## src/rtl/mul_arb.sv

```systemverilog
// Round-robin arbiter sharing one iterative shift-add unsigned multiplier among NREQ requesters.
// Operands are captured at grant; the product is returned with a one-cycle one-hot ack.
module mul_arb #(
    parameter int N    = 8,
    parameter int M    = 3,
    parameter int NREQ = 2,
    localparam int IW  = (NREQ > 1) ? $clog2(NREQ) : 1
) (
    input  logic              clk,
    input  logic              rst,
    input  logic [NREQ-1:0]   req,
    input  logic [NREQ*N-1:0] x_in,
    input  logic [NREQ*N-1:0] y_in,
    output logic [NREQ-1:0]   ack,
    output logic [2*N-1:0]    r,
    output logic [IW-1:0]     rsp_id,
    output logic              busy
);

    localparam logic [1:0] S_IDLE = 2'd0;
    localparam logic [1:0] S_BUSY = 2'd1;
    localparam logic [1:0] S_DONE = 2'd2;

    logic [1:0]      state_q,  state_d;
    logic [IW-1:0]   rr_ptr_q, rr_ptr_d;
    logic [N-1:0]    xs_q,     xs_d;
    logic [N-1:0]    ys_q,     ys_d;
    logic [IW-1:0]   id_q,     id_d;
    logic [2*N-1:0]  acc_q,    acc_d;
    logic [M-1:0]    step_q,   step_d;
    logic [NREQ-1:0] ack_q,    ack_d;
    logic [2*N-1:0]  r_q,      r_d;
    logic [IW-1:0]   rsp_id_q, rsp_id_d;

    logic [IW-1:0]   win;
    logic            found;
    int unsigned     idx;

    // First pending requester at or after rr_ptr, wrapping around.
    always_comb begin
        win   = '0;
        found = 1'b0;
        idx   = 0;
        for (int unsigned k = 0; k < NREQ; k++) begin
            idx = int'(rr_ptr_q) + k;
            if (idx >= NREQ) begin
                idx = idx - NREQ;
            end
            if (!found && req[idx]) begin
                found = 1'b1;
                win   = idx[IW-1:0];
            end
        end
    end

    always_comb begin
        state_d  = state_q;
        rr_ptr_d = rr_ptr_q;
        xs_d     = xs_q;
        ys_d     = ys_q;
        id_d     = id_q;
        acc_d    = acc_q;
        step_d   = step_q;
        ack_d    = '0;
        r_d      = r_q;
        rsp_id_d = rsp_id_q;
        case (state_q)
            S_IDLE: begin
                if (found) begin
                    xs_d    = x_in[win*N +: N];
                    ys_d    = y_in[win*N +: N];
                    id_d    = win;
                    acc_d   = '0;
                    step_d  = '0;
                    state_d = S_BUSY;
                end
            end
            S_BUSY: begin
                acc_d  = {acc_q[2*N-2:0], 1'b0} + (ys_q[N-1] ? {{N{1'b0}}, xs_q} : '0);
                ys_d   = {ys_q[N-2:0], 1'b0};
                step_d = step_q + 1'b1;
                if (step_q == M'(N - 1)) begin
                    state_d = S_DONE;
                end
            end
            S_DONE: begin
                ack_d    = NREQ'(1) << id_q;
                r_d      = acc_q;
                rsp_id_d = id_q;
                rr_ptr_d = (id_q == IW'(NREQ - 1)) ? '0 : id_q + 1'b1;
                state_d  = S_IDLE;
            end
            default: state_d = S_IDLE;
        endcase
    end

    always_ff @(posedge clk or negedge rst) begin
        if (!rst) begin
            state_q  <= S_IDLE;
            rr_ptr_q <= '0;
            xs_q     <= '0;
            ys_q     <= '0;
            id_q     <= '0;
            acc_q    <= '0;
            step_q   <= '0;
            ack_q    <= '0;
            r_q      <= '0;
            rsp_id_q <= '0;
        end else begin
            state_q  <= state_d;
            rr_ptr_q <= rr_ptr_d;
            xs_q     <= xs_d;
            ys_q     <= ys_d;
            id_q     <= id_d;
            acc_q    <= acc_d;
            step_q   <= step_d;
            ack_q    <= ack_d;
            r_q      <= r_d;
            rsp_id_q <= rsp_id_d;
        end
    end

    assign ack    = ack_q;
    assign r      = r_q;
    assign rsp_id = rsp_id_q;
    assign busy   = (state_q == S_BUSY) || (state_q == S_DONE);

endmodule
```

## config.mk

```make
export PLATFORM = sky130hd
export DESIGN_NAME = mul_arb
export DESIGN_NICKNAME = d
export VERILOG_FILES = /design/src/rtl/mul_arb.sv
export SDC_FILE = /design/constraint.sdc
export NUM_CORES = 1
export LEC_CHECK = 0
export ABC_AREA = 1
export CAP_MARGIN = 40
export CORE_MARGIN = 5
export CORE_UTILIZATION = 25
export DETAILED_ROUTE_END_ITERATION = 8
export GPL_ROUTABILITY_DRIVEN = 0
export GPL_TIMING_DRIVEN = 0
export PLACE_DENSITY = 0.55
export SYNTH_ARGS = -nofsm -noshare
export SYNTH_HDL_FRONTEND = slang
export SYNTH_SLANG_ARGS = --single-unit
export TNS_END_PERCENT = 1
```

## constraint.sdc

```tcl
create_clock -name clk -period 2.1 [get_ports clk]
set_clock_uncertainty 0.1 [all_clocks]
set_input_delay 0.525 -clock clk [delete_from_list [all_inputs] [get_ports clk]]
set_output_delay 0.525 -clock clk [all_outputs]
set_load 0.01 [all_outputs]
```

==> flow_results.xml, run 1 <==
<?xml version="1.0" encoding="UTF-8"?>
<metrics>
  <group name="final_layout">
    <metric name="area_added_between_synthesis_and_finish" unit="%">36.0</metric>
    <metric name="instances_no_fill" unit="">645</metric>
    <metric name="number_of_diodes" unit="">0</metric>
    <metric name="finalInstanceArea" unit="um^2">4370</metric>
    <metric name="finalNetCount" unit="">517</metric>
    <metric name="final_util" unit="">0.347</metric>
    <metric name="drive_gt1_frac" unit="">0.112</metric>
  </group>
  <group name="power_and_ir_drop">
    <metric name="leakage_power" unit="nW">2.17</metric>
    <metric name="power_report.internal_total" unit="mW">3.73</metric>
    <metric name="report.power.total" unit="mW">5.80</metric>
    <metric name="share_seq_of_total_power" unit="">0.318</metric>
    <metric name="power.clock.fraction" unit="">0.282</metric>
    <metric name="irDropWorstVdd" unit="mV">0.433</metric>
    <metric name="p_sw_frac" unit="">0.357</metric>
    <metric name="total_switching_power" unit="mW">2.07</metric>
    <metric name="p_comb_frac" unit="">0.401</metric>
    <metric name="cellPowerDensity" unit="nW/um^2">1330</metric>
  </group>
  <group name="floorplanning">
    <metric name="initial_core_util" unit="">0.255</metric>
    <metric name="die_width" unit="um">123</metric>
    <metric name="floorplan.die_area" unit="um^2">15200</metric>
    <metric name="die_y" unit="um">123</metric>
    <metric name="ios" unit="">56</metric>
    <metric name="core.rowCount" unit="">41</metric>
    <metric name="coreArea" unit="um^2">12600</metric>
  </group>
  <group name="timing">
    <metric name="finalWorstPathRequiredPeriod" unit="ns">2.02</metric>
    <metric name="fin_worst_hold_slack" unit="ns">0.174</metric>
    <metric name="post-route-period-util" unit="">0.962</metric>
    <metric name="setup_viol" unit="">0</metric>
    <metric name="slew_headroom" unit="">0.498</metric>
    <metric name="timing_hold_violations_final" unit="">0</metric>
    <metric name="final-max-slew-violation-count" unit="">0</metric>
    <metric name="worstMarginPinSlew" unit="ns">0.753</metric>
    <metric name="timing.final.ws_setup" unit="ns">0.0798</metric>
    <metric name="fin_setup_tns" unit="ns">0</metric>
    <metric name="achievable-frequency" unit="GHz">0.495</metric>
  </group>
  <group name="drt">
    <metric name="ant_nets" unit="">0</metric>
    <metric name="drt-pass1-iter-count" unit="">4</metric>
    <metric name="wire_per_inst" unit="um">12.0</metric>
    <metric name="routed_wl" unit="um">7740</metric>
    <metric name="drt-vias-per-instance" unit="">4.21</metric>
    <metric name="drt_iter0_markers" unit="">165</metric>
    <metric name="drt_drc_violations_left" unit="">0</metric>
    <metric name="via_count" unit="">2718</metric>
  </group>
  <group name="clocking">
    <metric name="clockRootBuffer" unit="">sky130_fd_sc_hd__clkbuf_16</metric>
    <metric name="ctsHoldBuffers" unit="">0</metric>
    <metric name="worstSkewPairLatency" unit="ns">0.32</metric>
    <metric name="clk_transition_reported_paths" unit="ns">0.05</metric>
    <metric name="clock_path_buffers" unit="">2</metric>
    <metric name="cts_inserted_buffers" unit="">9</metric>
    <metric name="htree_num_levels" unit="">3</metric>
    <metric name="tritoncts_num_sinks" unit="">58</metric>
    <metric name="tritoncts" unit="">yes</metric>
  </group>
  <group name="outcome">
    <metric name="run_status" unit="">finished, final reports clean</metric>
  </group>
  <group name="placed_design">
    <metric name="place_inst" unit="">629</metric>
    <metric name="placedInstanceArea" unit="um^2">4000</metric>
    <metric name="preCtsSetupSlack" unit="ns">-0.200</metric>
    <metric name="dpl.hpwl" unit="um">6040</metric>
    <metric name="buffers_added_on_ports" unit="">55</metric>
  </group>
  <group name="worst_setup_path">
    <metric name="cp-end-kind" unit="">register</metric>
    <metric name="timing.critical_path.from_type" unit="">register</metric>
    <metric name="worst_ep_arrival_time" unit="ns">2.11</metric>
    <metric name="reg2reg_slack" unit="ns">0.08</metric>
    <metric name="timing.reg2reg.worst_path_depth" unit="">10</metric>
    <metric name="critical_path.reg2reg.endpoint" unit="">acc_q[9]</metric>
    <metric name="crit-reg2reg-launch" unit="">ys_q[7]</metric>
    <metric name="cp.required" unit="ns">2.19</metric>
    <metric name="path_class" unit="">reg2reg</metric>
    <metric name="critical_path.startpoint" unit="">ys_q[7]</metric>
    <metric name="critical_path_peak_fanout" unit="">9</metric>
    <metric name="crit_end" unit="">acc_q[9]</metric>
  </group>
  <group name="synth">
    <metric name="synth_sequential_area_ratio" unit="">0.451</metric>
    <metric name="largest_cells_by_area_after_synthesis" unit="">sky130_fd_sc_hd__dfrtp_1 (45%), sky130_fd_sc_hd__nand2_1 (15%), sky130_fd_sc_hd__inv_1 (6.5%), sky130_fd_sc_hd__ha_1 (4.7%), sky130_fd_sc_hd__o21ai_0 (4.7%)</metric>
    <metric name="synth_cells" unit="">401</metric>
    <metric name="synthesis.area_per_instance" unit="um^2">8.02</metric>
    <metric name="mappedNetlistNets" unit="">450</metric>
    <metric name="area_of_the_mapped_netlist" unit="um^2">3220</metric>
    <metric name="synthDistinctLibCells" unit="">30</metric>
    <metric name="synth_top_area_frac" unit="">0.451</metric>
    <metric name="synth-warning-count" unit="">0</metric>
    <metric name="synth_area_leader" unit="">sky130_fd_sc_hd__dfrtp_1</metric>
    <metric name="ys_ff_latch" unit="">58</metric>
  </group>
  <group name="global_route">
    <metric name="grt_use_total" unit="">0.111</metric>
    <metric name="global_route_wire_length_before_repair" unit="um">13200</metric>
    <metric name="antenna_violations_before_repair" unit="">0</metric>
    <metric name="number_of_global_route_vias_before_repair" unit="">2745</metric>
    <metric name="overflow" unit="">0</metric>
    <metric name="maximum_number_of_pins_on_one_net_before_global_route_repair" unit="">34</metric>
  </group>
  <group name="flow_run">
    <metric name="timing.max_cap.violations" unit="">0</metric>
  </group>
  <group name="worst_hold_path">
    <metric name="worst_hold_path_type" unit="">in2async</metric>
  </group>
</metrics>
[layout make-up]
class / instances / area, um^2
Sequential cell: 58 / 1450
Clock inverter: 5 / 103
Multi-Input combinational cell: 272 / 1480
Clock buffer: 11 / 233
Inverter: 59 / 229
Tap cell: 172 / 215
Fill cell: 1360 / 8250
Timing Repair Buffer: 57 / 572
Buffer: 11 / 86.3
[cell usage after synthesis]
master	n
sky130_fd_sc_hd__nand2_1	132
sky130_fd_sc_hd__dfrtp_1	58
sky130_fd_sc_hd__inv_1	56
sky130_fd_sc_hd__o21ai_0	30
sky130_fd_sc_hd__nand3_1	26
sky130_fd_sc_hd__nor2_1	22
sky130_fd_sc_hd__ha_1	12
sky130_fd_sc_hd__a21oi_1	11
sky130_fd_sc_hd__mux2_2	8
sky130_fd_sc_hd__clkbuf_1	5
sky130_fd_sc_hd__o211ai_1	5
sky130_fd_sc_hd__o21ai_2	5
sky130_fd_sc_hd__a22o_1	4
sky130_fd_sc_hd__buf_4	3
sky130_fd_sc_hd__buf_6	3
sky130_fd_sc_hd__o21ai_4	3
sky130_fd_sc_hd__xnor2_1	3
sky130_fd_sc_hd__inv_2	2
sky130_fd_sc_hd__nand4_1	2
sky130_fd_sc_hd__a211oi_1	1
sky130_fd_sc_hd__a22oi_2	1
sky130_fd_sc_hd__a32o_1	1
sky130_fd_sc_hd__and2_1	1
sky130_fd_sc_hd__buf_8	1
sky130_fd_sc_hd__fa_1	1
sky130_fd_sc_hd__inv_8	1
sky130_fd_sc_hd__nand3b_1	1
sky130_fd_sc_hd__nor3_1	1
sky130_fd_sc_hd__o31ai_2	1
sky130_fd_sc_hd__or2_2	1
[placed cells by master, fill, tap and decap left out, types with 8 or more instances in the layout]
cell type	instances
sky130_fd_sc_hd__inv_1	56
sky130_fd_sc_hd__o21ai_0	30
sky130_fd_sc_hd__nand2_1	131
sky130_fd_sc_hd__dfrtp_1	57
sky130_fd_sc_hd__clkbuf_16	9
sky130_fd_sc_hd__ha_1	10
sky130_fd_sc_hd__a21oi_1	11
sky130_fd_sc_hd__nand3_1	25
sky130_fd_sc_hd__mux2_2	8
sky130_fd_sc_hd__nor2_1	22
sky130_fd_sc_hd__clkdlybuf4s50_1	53
[cell families after synthesis]
family | count (synthesis) | share of synthesized area
and+or+nand+nor | 186 | 0.232
muxes | 8 | 0.0280
buffers and inverters | 71 | 0.0992
xor gates and xnor gates | 3 | 0.00817
AOI/OAI and AO/OA | 62 | 0.128
adders and majority gates | 13 | 0.0529
DFF | 58 | 0.451
[repair_timing]
action / CTS / global route
pin swaps: 0 / 1
endpoints found under the setup margin: 4 / 7
gates resized for setup: 4 / 5
hold endpoints to repair: 0 / 0
gates cloned: 0 / 0
buffers inserted: 0 / 1
[state kept, by name, indices dropped and copies added, names as in the netlist]
register and count:
state_q 2, rsp_id 1, step_q 3, r 16, id_q 1, ack 2
xs_q 8, rr_ptr_q 1, ys_q 8, acc_q 16
[critical path: stages, from the launching register on]
cell and delay (ns):
sky130_fd_sc_hd__dfrtp_2 0.46, sky130_fd_sc_hd__nand2_1 0.08, sky130_fd_sc_hd__inv_1 0.04, sky130_fd_sc_hd__ha_1 0.20, sky130_fd_sc_hd__fa_2 0.41, sky130_fd_sc_hd__nand3_1 0.12
sky130_fd_sc_hd__nand3_2 0.12, sky130_fd_sc_hd__nand2_2 0.10, sky130_fd_sc_hd__nand4_1 0.08, sky130_fd_sc_hd__nand3_1 0.09, sky130_fd_sc_hd__o21ai_0 0.07
[how the worst min path moves through the flow]
stage                from        to  slack (ns)  depth (start not counted)
floorplan             rst  acc_q[0]        0.13                          0
global placement    r[15]     r[15]        0.36                          2
detailed placement   r[6]      r[6]        0.36                          2
CTS                   rst   xs_q[1]        0.19                          1
global route          rst      r[4]        0.24                          1
finish                rst      r[4]        0.17                          1
[per-layer routing]
layer,wire length (um),GRT usage,vias up
met2,3420,0.172,65
met4,76,0.0339,0
met5,0,0,-
met1,3860,0.149,1229
met3,386,0.0329,7
li1,-,-,1417
[power by group through the flow]
stage | clock network (mW) | logic [mW] | registers [mW]
2_1_floorplan | 0 | 1.53 | 1.81
5_1_grt | 1.73 | 2.62 | 1.90
3_5_place_dp | 0 | 2.34 | 1.83
4_1_cts | 1.68 | 2.35 | 1.82
3_3_place_gp | 0 | 2.31 | 1.82
6_report | 1.63 | 2.33 | 1.84
(Power assumes the default switching activity.)
==> run 2, diff against run 1 <==
--- a/config.mk
+++ b/config.mk
@@ -9,10 +9,12 @@
 export CAP_MARGIN = 40
 export CORE_MARGIN = 5
 export CORE_UTILIZATION = 25
+export CTS_CLUSTER_DIAMETER = 60
 export DETAILED_ROUTE_END_ITERATION = 8
 export GPL_ROUTABILITY_DRIVEN = 0
 export GPL_TIMING_DRIVEN = 0
 export PLACE_DENSITY = 0.55
+export SETUP_SLACK_MARGIN = 0.2
 export SYNTH_ARGS = -nofsm -noshare
 export SYNTH_HDL_FRONTEND = slang
 export SYNTH_SLANG_ARGS = --single-unit
==> run 2 against run 1 <==
- sequential share of layout area fell by 1.2 points
- non-clock buffer count rose by 7
- power rose by 2.4%
- combinational power rose by 13%
- maximum frequency rose by 2.9%
- setup slack improved by 0.057 ns
- register-to-register slack improved by 0.06 ns
- highest routed layer unchanged
==> flow_results.xml, run 2 (same netlist as run 1, synthesis figures left out) <==
<?xml version="1.0" encoding="UTF-8"?>
<metrics>
  <group name="worst_setup_path">
    <metric name="crit_path_cell_trace" unit="">buf_8, nand2_2, inv_2, ha_4, fa_2, nand3_2, nand3_4, nand2_2, nand4_1, nand3_1, o21ai_1</metric>
    <metric name="critical_path.reg2reg.endpoint" unit="">acc_q[9]</metric>
    <metric name="reg2reg_slack" unit="ns">0.14</metric>
    <metric name="cp.required" unit="ns">2.19</metric>
    <metric name="worst_path_largest_cell_delay" unit="ns">0.42</metric>
    <metric name="path_class" unit="">reg2reg</metric>
    <metric name="critical_path_peak_fanout" unit="">5</metric>
    <metric name="cp-end-kind" unit="">register</metric>
    <metric name="timing.critical_path.from_type" unit="">register</metric>
    <metric name="crit_top_cell" unit="">sky130_fd_sc_hd__nand2_2</metric>
    <metric name="cp_slowest_cell" unit="">sky130_fd_sc_hd__dfrtp_1</metric>
    <metric name="worst_ep_arrival_time" unit="ns">2.06</metric>
    <metric name="timing.reg2reg.worst_path_depth" unit="">11</metric>
    <metric name="crit-reg2reg-launch" unit="">ys_q[7]</metric>
  </group>
  <group name="floorplanning">
    <metric name="die_width" unit="um">123</metric>
    <metric name="core.rowCount" unit="">41</metric>
    <metric name="ios" unit="">56</metric>
    <metric name="coreArea" unit="um^2">12600</metric>
    <metric name="initial_core_util" unit="">0.255</metric>
    <metric name="floorplan.die_area" unit="um^2">15200</metric>
    <metric name="die_y" unit="um">123</metric>
  </group>
  <group name="clocking">
    <metric name="clock_path_buffers" unit="">2</metric>
    <metric name="tritoncts" unit="">yes</metric>
    <metric name="clk_transition_reported_paths" unit="ns">0.05</metric>
    <metric name="cts_inserted_buffers" unit="">9</metric>
    <metric name="clockRootBuffer" unit="">sky130_fd_sc_hd__clkbuf_16</metric>
    <metric name="htree_num_levels" unit="">3</metric>
    <metric name="tritoncts_num_sinks" unit="">58</metric>
    <metric name="worstSkewPairLatency" unit="ns">0.32</metric>
  </group>
  <group name="power_and_ir_drop">
    <metric name="irDropWorstVdd" unit="mV">0.458</metric>
    <metric name="cellPowerDensity" unit="nW/um^2">1310</metric>
    <metric name="leakage_power" unit="nW">2.21</metric>
  </group>
  <group name="drt">
    <metric name="routed_wl" unit="um">8130</metric>
    <metric name="drt_iter0_markers" unit="">134</metric>
    <metric name="wire_per_inst" unit="um">12.5</metric>
    <metric name="via_count" unit="">2838</metric>
    <metric name="drt-vias-per-instance" unit="">4.36</metric>
    <metric name="drt-pass1-iter-count" unit="">4</metric>
    <metric name="ant_nets" unit="">0</metric>
    <metric name="drt_drc_violations_left" unit="">0</metric>
  </group>
  <group name="final_layout">
    <metric name="instances_no_fill" unit="">651</metric>
    <metric name="final_util" unit="">0.360</metric>
    <metric name="mostFrequentLayoutCell" unit="">sky130_fd_sc_hd__nand2_1</metric>
    <metric name="filler_cell_count" unit="">1330</metric>
    <metric name="drive_gt1_frac" unit="">0.177</metric>
    <metric name="mostFrequentLayoutCells" unit="">sky130_fd_sc_hd__nand2_1 (120), sky130_fd_sc_hd__dfrtp_1 (58), sky130_fd_sc_hd__inv_1 (54)</metric>
    <metric name="number_of_diodes" unit="">0</metric>
    <metric name="finalInstanceArea" unit="um^2">4540</metric>
    <metric name="finalNetCount" unit="">524</metric>
    <metric name="area_added_between_synthesis_and_finish" unit="%">41.1</metric>
  </group>
  <group name="timing">
    <metric name="worstMarginPinSlew" unit="ns">0.660</metric>
    <metric name="final-max-slew-violation-count" unit="">0</metric>
    <metric name="slew_headroom" unit="">0.560</metric>
    <metric name="post-route-period-util" unit="">0.935</metric>
    <metric name="finalWorstPathRequiredPeriod" unit="ns">1.96</metric>
    <metric name="timing_hold_violations_final" unit="">0</metric>
    <metric name="grt_setup_unrepaired" unit="">yes</metric>
    <metric name="achievable-frequency" unit="GHz">0.509</metric>
    <metric name="setup_viol" unit="">0</metric>
    <metric name="fin_worst_hold_slack" unit="ns">0.133</metric>
  </group>
  <group name="placed_design">
    <metric name="placedInstanceArea" unit="um^2">4000</metric>
    <metric name="place_inst" unit="">629</metric>
    <metric name="buffers_added_on_ports" unit="">55</metric>
    <metric name="dpl.hpwl" unit="um">6050</metric>
  </group>
  <group name="global_route">
    <metric name="maximum_number_of_pins_on_one_net_before_global_route_repair" unit="">31</metric>
    <metric name="number_of_global_route_vias_before_repair" unit="">2786</metric>
    <metric name="overflow" unit="">0</metric>
    <metric name="global_route_wire_length_before_repair" unit="um">13200</metric>
    <metric name="grt_use_total" unit="">0.111</metric>
    <metric name="antenna_violations_before_repair" unit="">0</metric>
  </group>
  <group name="outcome">
    <metric name="run_status" unit="">finished, final reports clean</metric>
  </group>
  <group name="flow_run">
    <metric name="timing.max_cap.violations" unit="">0</metric>
  </group>
  <group name="worst_hold_path">
    <metric name="worst_hold_path_type" unit="">in2async</metric>
  </group>
</metrics>
-- run 2: final cells by class --
type	count	area, um^2	area share
plain buffers	12	101	0.0223
flip-flops and latches	58	1450	0.320
multi-input cells	272	1600	0.352
repair buffers	63	636	0.140
well taps	172	215	0.0474
inverters	59	229	0.0505
clock buffers	13	270	0.0596
clock inverters	2	35.0	0.00772
-- run 2: what timing repair did --
item	CTS	global route
resized for setup	10	34
endpoints found under the setup margin	21	32
hold buffers	0	0
buffers inserted	2	4
cloned	0	1
pin swaps	3	8
-- run 2: per-layer routing --
metal	track usage	wire length (um)	part of all wire	up-vias
met4	0.0471	108	0.013	0
li1	-	-	-	1426
met2	0.166	3700	0.45	84
met5	0	0	0	-
met1	0.148	3870	0.48	1317
met3	0.0343	447	0.055	11
-- run 2: how the worst max path moves through the flow --
| stage | slack (ns) | depth (start not counted) | end | from |
|---|---|---|---|---|
| 3_3_place_gp | -1.42 | 1 | ys_q[0] | rst |
| 4_1_cts | 0.14 | 11 | acc_q[9] | ys_q[7] |
| 5_1_grt | 0.04 | 13 | acc_q[15] | ys_q[7] |
| 2_1_floorplan | 0.20 | 11 | acc_q[9] | ys_q[7] |
| 3_5_place_dp | -0.21 | 7 | acc_q[3] | req[1] |
| 6_report | 0.14 | 11 | acc_q[9] | ys_q[7] |
-- run 2: worst max-delay path, delay by kind of cell, from the launching register on --
kind,cells,cell delay [ns]
adders and majority gates,2,0.54
buffers and inverters,2,0.19
and+or+nand+nor,6,0.52
AOI/OAI and AO/OA,1,0.06
DFF,1,0.42
-- run 2: power by group --
group          switching (mW)  internal (mW)
clock network           0.459           1.00
logic                    1.41           1.22
registers               0.307           1.54
-- run 2: metrics by stage --
stage | setup TNS [ns] | setup WS [ns] | power [mW]
2_1_floorplan | 0 | 0.205 | 3.34
3_3_place_gp | -86.30 | -1.42 | 4.13
3_5_place_dp | -4.41 | -0.208 | 4.18
4_1_cts | 0 | 0.137 | 5.74
5_1_grt | 0 | 0.0386 | 6.39
6_report | 0 | 0.136 | 5.94
==> run 3, diff against run 2 <==
--- a/config.mk
+++ b/config.mk
@@ -11,7 +11,6 @@
 export CORE_UTILIZATION = 25
 export CTS_CLUSTER_DIAMETER = 60
 export DETAILED_ROUTE_END_ITERATION = 8
-export GPL_ROUTABILITY_DRIVEN = 0
 export GPL_TIMING_DRIVEN = 0
 export PLACE_DENSITY = 0.55
 export SETUP_SLACK_MARGIN = 0.2
==> run 3 against run 2 <==
- routed wire length hardly changed
- maximum frequency is 2.8% higher
- count of clock-buffer cells in the layout shrank 2
- die area unchanged
- power is 2.4% higher
- largest cell class unchanged
- highest routed layer unchanged
==> flow_results.xml, run 3 (same netlist as run 1, synthesis figures left out) <==
<?xml version="1.0" encoding="UTF-8"?>
<metrics>
  <group name="final_layout">
    <metric name="final_util" unit="">0.364</metric>
    <metric name="drive_gt1_frac" unit="">0.190</metric>
    <metric name="number_of_diodes" unit="">0</metric>
    <metric name="seqCellArea" unit="um^2">1450</metric>
    <metric name="mostFrequentLayoutCell" unit="">sky130_fd_sc_hd__nand2_1</metric>
    <metric name="finalNetCount" unit="">527</metric>
    <metric name="area_added_between_synthesis_and_finish" unit="%">42.8</metric>
    <metric name="mostFrequentLayoutCells" unit="">sky130_fd_sc_hd__nand2_1 (120), sky130_fd_sc_hd__dfrtp_1 (58), sky130_fd_sc_hd__inv_1 (54)</metric>
    <metric name="filler_cell_count" unit="">1358</metric>
    <metric name="multiInputGateArea" unit="um^2">1620</metric>
  </group>
  <group name="timing">
    <metric name="slew_headroom" unit="">0.531</metric>
    <metric name="worstMarginPinSlew" unit="ns">0.704</metric>
    <metric name="achievable-frequency" unit="GHz">0.523</metric>
    <metric name="fin_worst_hold_slack" unit="ns">0.139</metric>
    <metric name="timing_hold_violations_final" unit="">0</metric>
    <metric name="post-route-period-util" unit="">0.910</metric>
    <metric name="finalWorstPathRequiredPeriod" unit="ns">1.91</metric>
    <metric name="final-max-slew-violation-count" unit="">0</metric>
    <metric name="grt_setup_unrepaired" unit="">yes</metric>
    <metric name="setup_viol" unit="">0</metric>
  </group>
  <group name="clocking">
    <metric name="worstSkewPairLatency" unit="ns">0.33</metric>
    <metric name="tritoncts_num_sinks" unit="">58</metric>
    <metric name="clk_transition_reported_paths" unit="ns">0.05</metric>
    <metric name="cts_inserted_buffers" unit="">9</metric>
    <metric name="tritoncts" unit="">yes</metric>
    <metric name="htree_num_levels" unit="">3</metric>
    <metric name="ctsHoldBuffers" unit="">0</metric>
    <metric name="clock_path_buffers" unit="">2</metric>
    <metric name="clockRootBuffer" unit="">sky130_fd_sc_hd__clkbuf_16</metric>
  </group>
  <group name="worst_setup_path">
    <metric name="crit_path_cell_trace" unit="">inv_1, ha_1, clkdlybuf4s15_1</metric>
    <metric name="timing.critical_path.from_type" unit="">register</metric>
    <metric name="cp_slowest_cell" unit="">sky130_fd_sc_hd__dfrtp_1</metric>
    <metric name="worst_path_largest_cell_delay" unit="ns">0.34</metric>
    <metric name="cp-end-kind" unit="">primary output</metric>
    <metric name="worst_ep_arrival_time" unit="ns">1.29</metric>
    <metric name="critical_path_peak_fanout" unit="">2</metric>
    <metric name="cp.required" unit="ns">1.47</metric>
    <metric name="path_class" unit="">reg2out</metric>
  </group>
  <group name="worst_hold_path">
    <metric name="worst_hold_path_type" unit="">in2async</metric>
  </group>
  <group name="global_route">
    <metric name="grt_use_total" unit="">0.118</metric>
    <metric name="busiest_layer" unit="">met2</metric>
    <metric name="groute.layer.met3.usage" unit="">0.0339</metric>
    <metric name="grt_use_met2" unit="">0.187</metric>
    <metric name="number_of_global_route_vias_before_repair" unit="">2924</metric>
    <metric name="grt_util_met1" unit="">0.151</metric>
    <metric name="overflow" unit="">0</metric>
    <metric name="antenna_violations_before_repair" unit="">0</metric>
    <metric name="maximum_number_of_pins_on_one_net_before_global_route_repair" unit="">31</metric>
    <metric name="global_route_wire_length_before_repair" unit="um">13900</metric>
  </group>
  <group name="floorplanning">
    <metric name="ios" unit="">56</metric>
    <metric name="core.rowCount" unit="">41</metric>
    <metric name="die_y" unit="um">123</metric>
    <metric name="floorplan.die_area" unit="um^2">15200</metric>
    <metric name="initial_core_util" unit="">0.255</metric>
    <metric name="coreArea" unit="um^2">12600</metric>
    <metric name="die_width" unit="um">123</metric>
  </group>
  <group name="power_and_ir_drop">
    <metric name="power.clock.fraction" unit="">0.257</metric>
    <metric name="report.power.total" unit="mW">6.08</metric>
    <metric name="irDropWorstVdd" unit="mV">0.424</metric>
    <metric name="total_switching_power" unit="mW">2.22</metric>
    <metric name="leakage_power" unit="nW">2.25</metric>
    <metric name="power_report.internal_total" unit="mW">3.86</metric>
    <metric name="p_comb_frac" unit="">0.440</metric>
    <metric name="p_sw_frac" unit="">0.366</metric>
    <metric name="share_seq_of_total_power" unit="">0.302</metric>
    <metric name="cellPowerDensity" unit="nW/um^2">1330</metric>
  </group>
  <group name="drt">
    <metric name="routed_wl" unit="um">8120</metric>
    <metric name="drt-vias-per-instance" unit="">4.25</metric>
    <metric name="drt_drc_violations_left" unit="">0</metric>
    <metric name="ant_nets" unit="">0</metric>
    <metric name="wire_per_inst" unit="um">12.4</metric>
    <metric name="drt-pass1-iter-count" unit="">4</metric>
    <metric name="drt_iter0_markers" unit="">85</metric>
    <metric name="via_count" unit="">2781</metric>
  </group>
  <group name="placed_design">
    <metric name="finalWeightedCongestion" unit="">0.866</metric>
    <metric name="buffers_added_on_ports" unit="">55</metric>
    <metric name="dpl.hpwl" unit="um">6220</metric>
  </group>
  <group name="outcome">
    <metric name="run_status" unit="">finished, final reports clean</metric>
  </group>
  <group name="flow_run">
    <metric name="timing.max_cap.violations" unit="">0</metric>
  </group>
</metrics>
## run 3: changes by cell type in the layout (fill, tap and decap cells not counted), moves of 2 or more
cell,delta
sky130_fd_sc_hd__buf_4,+3
sky130_fd_sc_hd__clkbuf_8,-2
sky130_fd_sc_hd__nand3_1,-2
sky130_fd_sc_hd__nand3_2,+2
## run 3: worst paths after layout
path / start / endpoint / slack [ns] / depth (start not counted)
max reg2reg: ys_q[7] / acc_q[9] / 0.20 / 11
min reg2reg: r[4] / r[4] / 0.37 / 2
min in group clk: r[4] / r[4] / 0.37 / 2
max: state_q[0] / busy / 0.19 / 3
max in group asynchronous: rst / acc_q[9] / 1.16 / 2
min: rst / r[4] / 0.14 / 1
## run 3: layer usage
metal,vias up,part of all wire
li1,1435,-
met1,1263,0.48
met2,68,0.45
met3,15,0.048
met4,0,0.017
met5,-,0
## run 3: timing repair
item,4_1_cts,5_1_grt
setup buffers,5,4
pin swaps,3,9
endpoints found under the setup margin,19,31
gates cloned,0,1
gates resized for setup,15,31
## run 3: layout make-up
| cell class | instances | area share |
|---|---|---|
| Buffer | 12 | 0.0223 |
| Clock buffer | 11 | 0.0529 |
| Clock inverter | 5 | 0.0169 |
| Inverter | 59 | 0.0499 |
| Multi-Input combinational cell | 272 | 0.352 |
| Sequential cell | 58 | 0.316 |
| Tap cell | 172 | 0.0469 |
| Timing Repair Buffer | 66 | 0.143 |
## run 3: power groups by stage
stage	registers [mW]	logic [mW]	clock network (mW)
finish	1.84	2.68	1.57
global placement	1.82	2.32	0
floorplan	1.81	1.54	0
CTS	1.82	2.50	1.60
detailed placement	1.83	2.37	0
global route	1.90	2.98	1.66
## run 3: per-stage QoR
step,setup WS [ns],std cells,TNS (ns),area (um^2)
2_1_floorplan,0.205,401,0,3220
3_3_place_gp,-1.44,628,-87.27,3980
3_5_place_dp,-0.183,629,-3.97,4000
4_1_cts,0.172,650,0,4430
5_1_grt,0.0841,655,0,4590
6_report,0.190,655,0,4590
## run 3: worst max-delay path: cells and delay by family, from the launching register on
kind       cells  cell delay (ns)
buf+inv        2             0.31
fa+ha+maj      1             0.30
flops          1             0.34
